<file path="config.mk">
export PLATFORM = sky130hd
export DESIGN_NAME = switch_debounce
export DESIGN_NICKNAME = d
export VERILOG_FILES = /design/src/rtl/switch_debounce_pkg.sv /design/src/rtl/switch_debounce_bit.sv /design/src/rtl/switch_debounce.sv
export SDC_FILE = /design/constraint.sdc
export NUM_CORES = 1
export LEC_CHECK = 0
export CAP_MARGIN = 10
export CORE_ASPECT_RATIO = 1.75
export CORE_MARGIN = 10
export CORE_UTILIZATION = 57
export DETAILED_ROUTE_END_ITERATION = 16
export HOLD_SLACK_MARGIN = 0.02
export PLACE_DENSITY = 0.8
export RECOVER_POWER = 100
export SLEW_MARGIN = 20
export SYNTH_ARGS = -nofsm -noshare
export SYNTH_HDL_FRONTEND = slang
export SYNTH_HIERARCHICAL = 1
export SYNTH_SLANG_ARGS = --single-unit
</file>
<file path="constraint.sdc">
create_clock -name clk -period 5.92 [get_ports clk]
set_input_delay 0.592 -clock clk [delete_from_list [all_inputs] [get_ports clk]]
set_output_delay 0.592 -clock clk [all_outputs]
set_load 0.05 [all_outputs]
</file>
<file path="src/rtl/switch_debounce_pkg.sv">
// Shared constants and helpers for the switch debounce block.
package switch_debounce_pkg;

   // 1 ms tick at a 50 MHz system clock.
   localparam int DEF_TICK_DIV     = 50000;
   // Number of consecutive ticks a new level must persist.
   localparam int DEF_STABLE_TICKS = 10;
   // Per-bit qualification counter width; covers STABLE_TICKS up to 15.
   localparam int CNT_W            = 4;

   // Bits needed to hold the values 0..value-1, i.e. ceil(log2(value)).
   // A minimum of 1 keeps the prescaler width legal at the low end.
   function automatic int clog2(input int value);
      int result;
      int rem;
      result = 0;
      rem    = value - 1;
      while (rem > 0) begin
         result = result + 1;
         rem    = rem >> 1;
      end
      if (result < 1) begin
         result = 1;
      end
      return result;
   endfunction

endpackage : switch_debounce_pkg

</file>
<file path="src/rtl/switch_debounce_bit.sv">
// Single-bit switch conditioner: two-flop synchroniser, tick-qualified
// stability counter, clean level flop and registered rise/fall pulses.
module debounce_bit
   import switch_debounce_pkg::*;
#(
   parameter int   STABLE_TICKS = DEF_STABLE_TICKS,
   parameter logic RESET_VAL    = 1'b0
) (
   input  logic clk,
   input  logic reset_n,
   input  logic tick_i,
   input  logic raw_i,
   output logic clean_o,
   output logic rise_o,
   output logic fall_o
);

   localparam logic [CNT_W-1:0] CNT_LAST = CNT_W'(STABLE_TICKS - 1);

   logic             sync1_q;
   logic             sync2_q;
   logic             clean_q;
   logic             clean_d;
   logic             rise_q;
   logic             rise_d;
   logic             fall_q;
   logic             fall_d;
   logic [CNT_W-1:0] cnt_q;
   logic [CNT_W-1:0] cnt_d;

   // Bring the raw pin into the clk domain; only sync2 is used downstream.
   always_ff @(posedge clk or negedge reset_n) begin
      if (!reset_n) begin
         sync1_q <= RESET_VAL;
         sync2_q <= RESET_VAL;
      end else begin
         sync1_q <= raw_i;
         sync2_q <= sync1_q;
      end
   end

   // Qualification: any agreement with the clean level restarts the count,
   // otherwise each tick advances it until the new level is accepted.
   always_comb begin
      cnt_d   = cnt_q;
      clean_d = clean_q;
      rise_d  = 1'b0;
      fall_d  = 1'b0;
      if (sync2_q == clean_q) begin
         cnt_d = '0;
      end else if (tick_i) begin
         if (cnt_q == CNT_LAST) begin
            clean_d = sync2_q;
            cnt_d   = '0;
            rise_d  = sync2_q;
            fall_d  = ~sync2_q;
         end else begin
            cnt_d = cnt_q + 1'b1;
         end
      end
   end

   // Counter, clean level and edge pulses; pulses coincide with the first
   // cycle the new clean level is visible.
   always_ff @(posedge clk or negedge reset_n) begin
      if (!reset_n) begin
         cnt_q   <= '0;
         clean_q <= RESET_VAL;
         rise_q  <= 1'b0;
         fall_q  <= 1'b0;
      end else begin
         cnt_q   <= cnt_d;
         clean_q <= clean_d;
         rise_q  <= rise_d;
         fall_q  <= fall_d;
      end
   end

   assign clean_o = clean_q;
   assign rise_o  = rise_q;
   assign fall_o  = fall_q;

endmodule : debounce_bit

</file>
<file path="src/rtl/switch_debounce.sv">
// Slide-switch conditioner feeding the switch PIO in_port: shared
// prescaler tick, one debounce_bit per switch, aggregate change strobe.
module switch_debounce
   import switch_debounce_pkg::*;
#(
   parameter int               WIDTH        = 18,
   parameter int               TICK_DIV     = DEF_TICK_DIV,
   parameter int               STABLE_TICKS = DEF_STABLE_TICKS,
   parameter logic [WIDTH-1:0] RESET_VAL    = '0
) (
   input  logic             clk,
   input  logic             reset_n,
   input  logic [WIDTH-1:0] sw_raw,
   output logic [WIDTH-1:0] sw_clean,
   output logic [WIDTH-1:0] sw_rise,
   output logic [WIDTH-1:0] sw_fall,
   output logic             sw_change
);

   localparam int             PRE_W    = clog2(TICK_DIV);
   localparam logic [PRE_W-1:0] PRE_LAST = PRE_W'(TICK_DIV - 1);

   logic [PRE_W-1:0] pre_q;
   logic [PRE_W-1:0] pre_d;
   logic             tick;

   assign tick = (pre_q == PRE_LAST);

   // Free-running prescaler, wraps after the tick cycle.
   always_comb begin
      pre_d = pre_q + 1'b1;
      if (tick) begin
         pre_d = '0;
      end
   end

   // Prescaler register.
   always_ff @(posedge clk or negedge reset_n) begin
      if (!reset_n) begin
         pre_q <= '0;
      end else begin
         pre_q <= pre_d;
      end
   end

   for (genvar i = 0; i < WIDTH; i++) begin : g_bit
      debounce_bit #(
         .STABLE_TICKS (STABLE_TICKS),
         .RESET_VAL    (RESET_VAL[i])
      ) u_bit (
         .clk     (clk),
         .reset_n (reset_n),
         .tick_i  (tick),
         .raw_i   (sw_raw[i]),
         .clean_o (sw_clean[i]),
         .rise_o  (sw_rise[i]),
         .fall_o  (sw_fall[i])
      );
   end

   // Pulses are already registered, so the strobe lines up with them.
   assign sw_change = |(sw_rise | sw_fall);

endmodule : switch_debounce

</file>
# After elaboration in Yosys (flattened, before gate mapping)
# Index checks and enable logic that the tools add are counted.
[totals] reg_bits=178 n_memories=0 latchBits=0 inputBits=20 rom_bits=0 mem_bits_rw=0
[op_classes] n_addsub=19 order_cmp=0 bitwise=37 n_mul=0 n_shift=0 n_reduce_logical=37 div_mod_pow=0 mux=163 eq_ne=37
[op_table] operator="$mux W4" n=54
[op_table] operator="$mux W1" n=108
[op_table] operator="$add A4 B1 Y4 const B" n=18
[op_table] operator="$eq A4 B4 Y1 const B" n=18
[op_table] operator="$reduce_and A3 Y1" n=18
[op_table] operator="$not A1 Y1" n=36
[op_table] operator="$reduce_bool A2 Y1" n=18
[op_table] operator="$eq A1 B1 Y1" n=18
[op_table] operator="$or A18 B18 Y18" n=1
[op_table] operator="$reduce_or A18 Y1" n=1
[op_table] operator="$add A16 B1 Y16 const B" n=1
[op_table] operator="$eq A16 B16 Y1 const B" n=1
[op_table] operator="$mux W16" n=1

# Logic depth before layout (Yosys ltp)
# Gate-level depths: netlist of run 1.
[logic_depth] ltp_word=4 mapped_depth=6 ltp_nobuf=6

# By module
# Netlist of run 1, hierarchy kept.
[by_module_without_submodules] module="debounce_bit" n_inst=18 seq_area_each_um2=225.2 cells_each=29 area_each_um2=365.4
[by_module_without_submodules] module="switch_debounce" n_inst=1 seq_area_each_um2=400.4 cells_each=80 area_each_um2=829.5

# Worst setup path after synthesis of run 1
# Ideal clock, no wire load.
[synth_timing] kind="register to register" from="register pre_q[5]" to="register g_bit[0].u_bit.clean_q" t_arrival_ns=4.401 path_buffers=0 period_less_slack_ns=4.526 setup_slack_ns=1.394 path_stages_with_launch=6 cell_sequence="dfrtp_1 or4b_4 nor4_4 nand2_2 or3b_4 mux2_4"
[synth_between] elab_chain_len=2
[synth_rtl] element="start, declared" line="switch_debounce.sv:23" rtl="logic [PRE_W-1:0] pre_q;"
[synth_rtl] element="start signal, assigned" line="switch_debounce.sv:42" rtl="pre_q <= pre_d;"
[synth_rtl] element="$eq A16 B16 Y1" line="switch_debounce.sv:27" rtl="assign tick = (pre_q == PRE_LAST);"
[synth_rtl] element="named net tick" line="switch_debounce.sv:25" rtl="logic tick;"
[synth_rtl] element="$reduce_and A3 Y1 (no source line)"
[synth_rtl] element="end signal, assigned" line="switch_debounce_bit.sv:73" rtl="clean_q <= clean_d;"
[synth_rtl] element="end, declared" line="switch_debounce_bit.sv:22" rtl="logic clean_q;"
# The timed path passes the listed nets, and every way through them passes these cells.
# A chain may end at the register's enable or synchronous reset.

# Final worst setup path of run 1
[layout_timing] from="register g_bit[3].u_bit.fall_q" to="output port sw_change"
[layout_between] elab_chain_len=2
[layout_rtl] element="start, declared" line="switch_debounce_bit.sv:26" rtl="logic fall_q;"
[layout_rtl] element="start signal, assigned" line="switch_debounce_bit.sv:75" rtl="fall_q <= fall_d;"
[layout_rtl] element="$or A18 B18 Y18" line="switch_debounce.sv:62" rtl="assign sw_change = |(sw_rise | sw_fall);"
[layout_rtl] element="$reduce_or A18 Y1" line="switch_debounce.sv:62"
[layout_rtl] element="end, declared" line="switch_debounce.sv:17" rtl="output logic sw_change"
# No other way between the ends.

==> impl_metrics.ini, run 1 <==
[run_status]
outcome = complete, no violations

[synthesis]
avgSynthCellArea_sq_um = 12.3
synth_area_sq_um = 7410
synth_nets = 623
yosysWarnings = 6
ys_types = 25
ys_ff_latch = 178
yosysTopAreaCell = dfrtp_1
synth_cells = 602
ys_seq_area_share_pct = 60.1
synth_top_area_share_pct = 60.1
synth_area_leaders = dfrtp_1 (60%), xnor2_1 (4.8%), mux2_4 (3.6%)

[cts]
cts_hold_buf = 0
clk_pin_slew_ns = 0.07
cts_buffer_depth = 2
htreeDepth = 4
root_buffer = clkbuf_16
post_cts_buffers = 0
clkLatencyLatePin_ns = 0.42
cts_made_buffers = 17
cts-resized-gates = 0
cts_tree = built
cts.sinks = 178

[detailed_routing]
drt_wl_total_mm = 14.9
drc = 0
vias = 4890
viasPerCell = 5.54
drtIter0Drc = 262
ant_nets = 0
post_drt_wl_per_cell_um = 16.8
drtPass1Iterations = 5

[sta]
slew_headroom_pct = 35.7
worst_slew_pin_slew_ns = 0.964
rsz0062_at_grt = false
setup_violations = 0
timing.fmax_mhz = 310
fin_crit_ns = 3.22
hold_viol_final = 0
fin_ws_ns = 2.70
fin_hold_ws_ns = 0.247
drv_slew = 0
fin_crit_sh_pct = 54.4
fin_skew_ns = 0.0138
setup_tns_ns = 0

[power_and_ir_drop]
seq_power_share_pct = 49.8
p_sw_share_pct = 19.6
power.density_nw_per_um2 = 281
ir_drop_v = 0.000194
comb_power_share_pct = 1.8
clock_power_share_pct = 48.4
switching_power_mw = 0.488
power.internal_mw = 2.00
leakage_nw = 4.01

[placed_design]
dp_hpwl_mm = 10.2
numPortBuffers = 74
place_ws_ns = 2.94
gp_congestion = 0.775
dpl_cell_area_sq_um = 8380

[grt]
grt-busiest-layer = met2
use_met3_pct = 4.37
overflow = 0
track_usage_pct = 16.9
grt_pass1_wl_mm = 24.7
grt_max_degree = 102
use_met1_pct = 17.9
gr-usage-met2_pct = 30.6
grt_pass1_vias = 5136
antenna_found_initial = 0

[cells_and_area]
area.growth.synth_to_final_pct = 19.6
n_antenna_cell = 0
stdcell_area_sq_um = 8860
drive_above_1_share_pct = 7.74
multi_input_area_sq_um = 2780
nNetsFinal = 719
nFillCells = 975
seqCellArea_sq_um = 4450
final_cell_mix = dfrtp_1 (178), dlygate4sd3_1 (73), nor2_1 (46), nand2_1 (42), xnor2_1 (41)
final_common_cell = dfrtp_1

[setup_path]
required_ns = 5.33
timing_worst_setup_path_type = reg -> out
crit_path_max_fanout = 2
critPathArrivalTime_ns = 2.63
critPathCaptureType = output port
cp-start-kind = flip-flop

[die]
num_rows = 55
dieHeight_um = 171
start_util_pct = 57.5
pin_count = 75
dieArea_sq_um = 18100
dieWidth_um = 106
core_sq_um = 12900

[hold_path]
hp-class = in -> async

[flow_run]
cap_viol_max_count = 0
state kept, by name, indices dropped and copies added (netlist names):
register / flops
g_bit.u_bit/sync2_q: 18
g_bit.u_bit/rise_o: 18
g_bit.u_bit/cnt_q: 72
pre_q: 16
g_bit.u_bit/clean_o: 18
g_bit.u_bit/sync1_q: 18
g_bit.u_bit/fall_o: 18
metrics by stage:
step	std cells	util [%]	power [mW]
final	882	68.9	2.49
after global routing	882	68.9	2.58
after CTS	882	70.2	2.52
after detailed placement	850	65.2	1.31
after global placement	850	65.2	1.31
after floorplan	602	-	1.27
cell type report:
type / count / area share (%)
clock inverters: 11 / 1.95
repair buffers: 77 / 8.59
multi-input cells: 424 / 31.4
flip-flops and latches: 178 / 50.3
clock buffers: 21 / 5.42
well taps: 171 / 2.41
path summary, 6_finish.rpt:
kind                                                         to  cells after the start                             start  slack (ns)
max                                                   sw_change                      5   g_bit[3].u_bit/fall_o$_DFF_PN0_        2.70
min                            g_bit[10].u_bit/fall_o$_DFF_PN0_                      1                           reset_n        0.25
max reg2reg                 g_bit[16].u_bit/clean_o$_DFFE_PN0P_                      6                pre_q[5]$_DFF_PN0_        2.78
min reg2reg                    g_bit[5].u_bit/sync2_q$_DFF_PN0_                      0  g_bit[5].u_bit/sync1_q$_DFF_PN0_        0.35
max in group asynchronous  g_bit[16].u_bit/cnt_q[1]$_DFFE_PN0P_                      2                           reset_n        4.13
min in group clk               g_bit[5].u_bit/sync2_q$_DFF_PN0_                      0  g_bit[5].u_bit/sync1_q$_DFF_PN0_        0.35
Yosys cell counts:
cell and number:
a21oi_1 37, and4_1 1, and4b_2 18, dfrtp_1 178, ha_1 1, mux2_4 18, mux2i_1 1, nand2_1 24
nand2_2 18, nand2b_1 1, nand3_1 21, nand4_1 8, nor2_1 46, nor2b_1 37, nor3b_1 36, nor4_1 12
nor4_4 1, o21ai_0 37, or2_2 1, or3_1 19, or3b_4 18, or4b_4 1, or4bb_1 2, xnor2_1 41
xor2_1 25
cells by family (layout without fill, tap and decap cells):
group,after synthesis,count (layout),synth area share [%]
and+or+nand+nor,264,264,23.1
DFF,178,178,60.1
AOI/OAI and AO/OA,74,74,5.00
xor gates and xnor gates,66,66,7.81
muxes,19,19,3.78
adders and majority gates,1,1,0.169
buffers and inverters,0,109,0
layer usage:
metal,part of all wire [%],wire length [um],up-vias
li1,-,-,2312
met1,37,5560,2482
met2,57,8480,79
met3,3.0,452,17
met4,2.4,359,0
met5,0,0,-
critical path, stage by stage, from the launching register on:
cell and delay [ns]:
dfrtp_1 0.37, nor4_1 0.44, nand4_1 0.36, nor2_1 0.18, nand4_1 0.08, dlygate4sd3_1 0.79
power by group through the flow:
stage	sequential (mW)	combinational (mW)	clock (mW)
2_1_floorplan	1.26	0.0107	0
3_3_place_gp	1.26	0.0494	0
3_5_place_dp	1.26	0.0504	0
4_1_cts	1.24	0.0507	1.23
5_1_grt	1.24	0.0524	1.29
6_report	1.24	0.0459	1.20
(Power assumes the default switching activity.)
==> inputs of run 2 (changes only) <==
Settings changed: CORE_UTILIZATION 57 to 51, PLACE_DENSITY 0.8 to 0.76.
Clock period 5.92 ns to 2.8 ns, I/O delays scaled along.
==> run 2 against run 1 <==
Compared with the run above: global-route usage shrank 1.7 points; clock power increased by 100%; first-iteration DRC count down 24%; highest routed layer unchanged.
==> impl_metrics.ini, run 2 (synthesis gave the netlist of run 1 again) <==
[setup_path]
required_ns = 2.52
rrSetupSlack_ns = 0.14
reg2reg_depth = 6
cpMaxStageDelayCell = dlygate4sd2_1
critPathArrivalTime_ns = 2.40
cp_cell_sequence = nor4_1, buf_4, nand4_1, nor2_1, nand4_1, dlygate4sd2_1
crit_path_frequent_cell = nand4_1
timing_worst_setup_path_type = reg -> out
max_stage_delay_ns = 0.45
critPathCaptureType = output port
rr_endpoint = g_bit[12].u_bit/clean_o$_DFFE_PN0P_
cp-start-kind = flip-flop
r2r_start = pre_q[9]$_DFF_PN0_
crit_path_max_fanout = 2

[cells_and_area]
area.growth.synth_to_final_pct = 21.5
nNetsFinal = 735
final_common_cell = dfrtp_1
stdcell_area_sq_um = 9000
drive_above_1_share_pct = 9.50
fin_cells = 906
largest_reg_flops = 72
final_cell_mix = dfrtp_1 (178), dlygate4sd3_1 (73), nor2_1 (46), nand2_1 (41), xnor2_1 (41)
top_register = g_bit.u_bit/cnt_q
n_antenna_cell = 0
utilization_pct = 62.9

[cts]
cts.sinks = 178
clkLatencyLatePin_ns = 0.42
cts_tree = built
clk_pin_slew_ns = 0.06
htreeDepth = 4
cts_made_buffers = 17
root_buffer = clkbuf_16
cts_buffer_depth = 2
post_cts_buffers = 0

[power_and_ir_drop]
leakage_nw = 4.07
switching_power_mw = 1.08
clock_power_share_pct = 47.0
p_sw_share_pct = 21.0
power.density_nw_per_um2 = 570
ir_drop_v = 0.000433
comb_power_share_pct = 1.9
power.internal_mw = 4.05
seq_power_share_pct = 51.1

[grt]
grt_pass1_vias = 5364
grt_max_degree = 63
grt_pass1_wl_mm = 25.4
track_usage_pct = 15.2
overflow = 0
antenna_found_initial = 0

[placed_design]
place_ws_ns = 0.158
dp_hpwl_mm = 10.7
gp_congestion = 0.784
dpl_cell_area_sq_um = 8570
placed_cells = 874
numPortBuffers = 74

[sta]
fin_crit_ns = 2.68
slew_headroom_pct = 6.04
timing.fmax_mhz = 373
hold_viol_final = 0
setup_violations = 0
drv_slew = 0
fin_skew_ns = 0.0128
fin_ws_ns = 0.118
rsz0062_at_grt = false
worst_slew_pin_slew_ns = 1.41
fin_crit_sh_pct = 95.8

[hold_path]
min-delay-start = g_bit[3].u_bit/sync1_q$_DFF_PN0_
min_path_cells = 0
hold_end = g_bit[3].u_bit/sync2_q$_DFF_PN0_
hp-class = reg -> reg

[die]
dieHeight_um = 179
core_sq_um = 14300
start_util_pct = 51.8
dieArea_sq_um = 19900
pin_count = 75
num_rows = 58
dieWidth_um = 111

[detailed_routing]
ant_nets = 0
drc = 0
drtPass1Iterations = 6
drtIter0Drc = 198
vias = 4927
viasPerCell = 5.44
drt_wl_total_mm = 14.8
post_drt_wl_per_cell_um = 16.4

[run_status]
outcome = complete, no violations

[flow_run]
cap_viol_max_count = 0
-- run 2: worst max path at each step --
stage / from / endpoint / depth (start not counted)
floorplan: pre_q[9]$_DFF_PN0_ / g_bit[0].u_bit/clean_o$_DFFE_PN0P_ / 5
detailed placement: pre_q[9]$_DFF_PN0_ / g_bit[12].u_bit/clean_o$_DFFE_PN0P_ / 6
CTS: g_bit[3].u_bit/fall_o$_DFF_PN0_ / sw_change / 6
global placement: g_bit[3].u_bit/fall_o$_DFF_PN0_ / sw_change / 6
finish: g_bit[3].u_bit/fall_o$_DFF_PN0_ / sw_change / 6
global route: pre_q[9]$_DFF_PN0_ / g_bit[9].u_bit/clean_o$_DFFE_PN0P_ / 6
-- run 2: power by group through the flow --
| stage | Sequential (mW) | Clock (mW) | Combinational [mW] |
|---|---|---|---|
| 6_report | 2.62 | 2.41 | 0.0978 |
| 5_1_grt | 2.62 | 2.58 | 0.113 |
| 4_1_cts | 2.62 | 2.47 | 0.112 |
| 3_5_place_dp | 2.67 | 0 | 0.111 |
| 3_3_place_gp | 2.66 | 0 | 0.107 |
| 2_1_floorplan | 2.66 | 0 | 0.0227 |
-- run 2: layer usage --
metal  part of all wire, %  vias to the layer above  routed length (um)  track usage, %
met1                    39                     2464                5790            15.8
met3                   3.7                       30                 552            3.63
met2                    55                       93                8100            27.7
met4                   2.7                        0                 397            7.18
li1                      -                     2340                   -               -
met5                     0                        -                   0               0
-- run 2: repair_timing --
item                                    CTS  global route
gates resized for setup                   1             0
endpoints found under the setup margin    1             0
hold buffers                              1             0
hold endpoints to repair                 55             0
-- run 2: layout make-up --
cell class / instances / area [sq um]
multi-input combinational: 424 / 2820
sequential: 178 / 4450
fill: 1133 / 5300
clock inverter: 13 / 176
timing repair buffer: 93 / 895
tap: 180 / 225
clock buffer: 18 / 429
-- run 2: through the flow --
step                power, mW  TNS (ns)  hold WS (ns)
floorplan                2.68   -188.91       -0.0156
global placement         2.77         0         0.264
detailed placement       2.78         0         0.276
CTS                      5.20         0         0.278
global route             5.31         0         0.355
finish                   5.12         0         0.348
-- run 2: worst max-delay path: cells and delay by family (launching register included) --
kind          cells  cell delay [ns]
simple gates      4             0.94
buf+inv           2             0.63
flops             1             0.41
==> inputs of run 3 (changes only) <==
Settings changed: CTS_CLUSTER_DIAMETER set to 120.
==> results of run 3 <==
The final DEF is identical to that of run 2; final timing and power are the same.
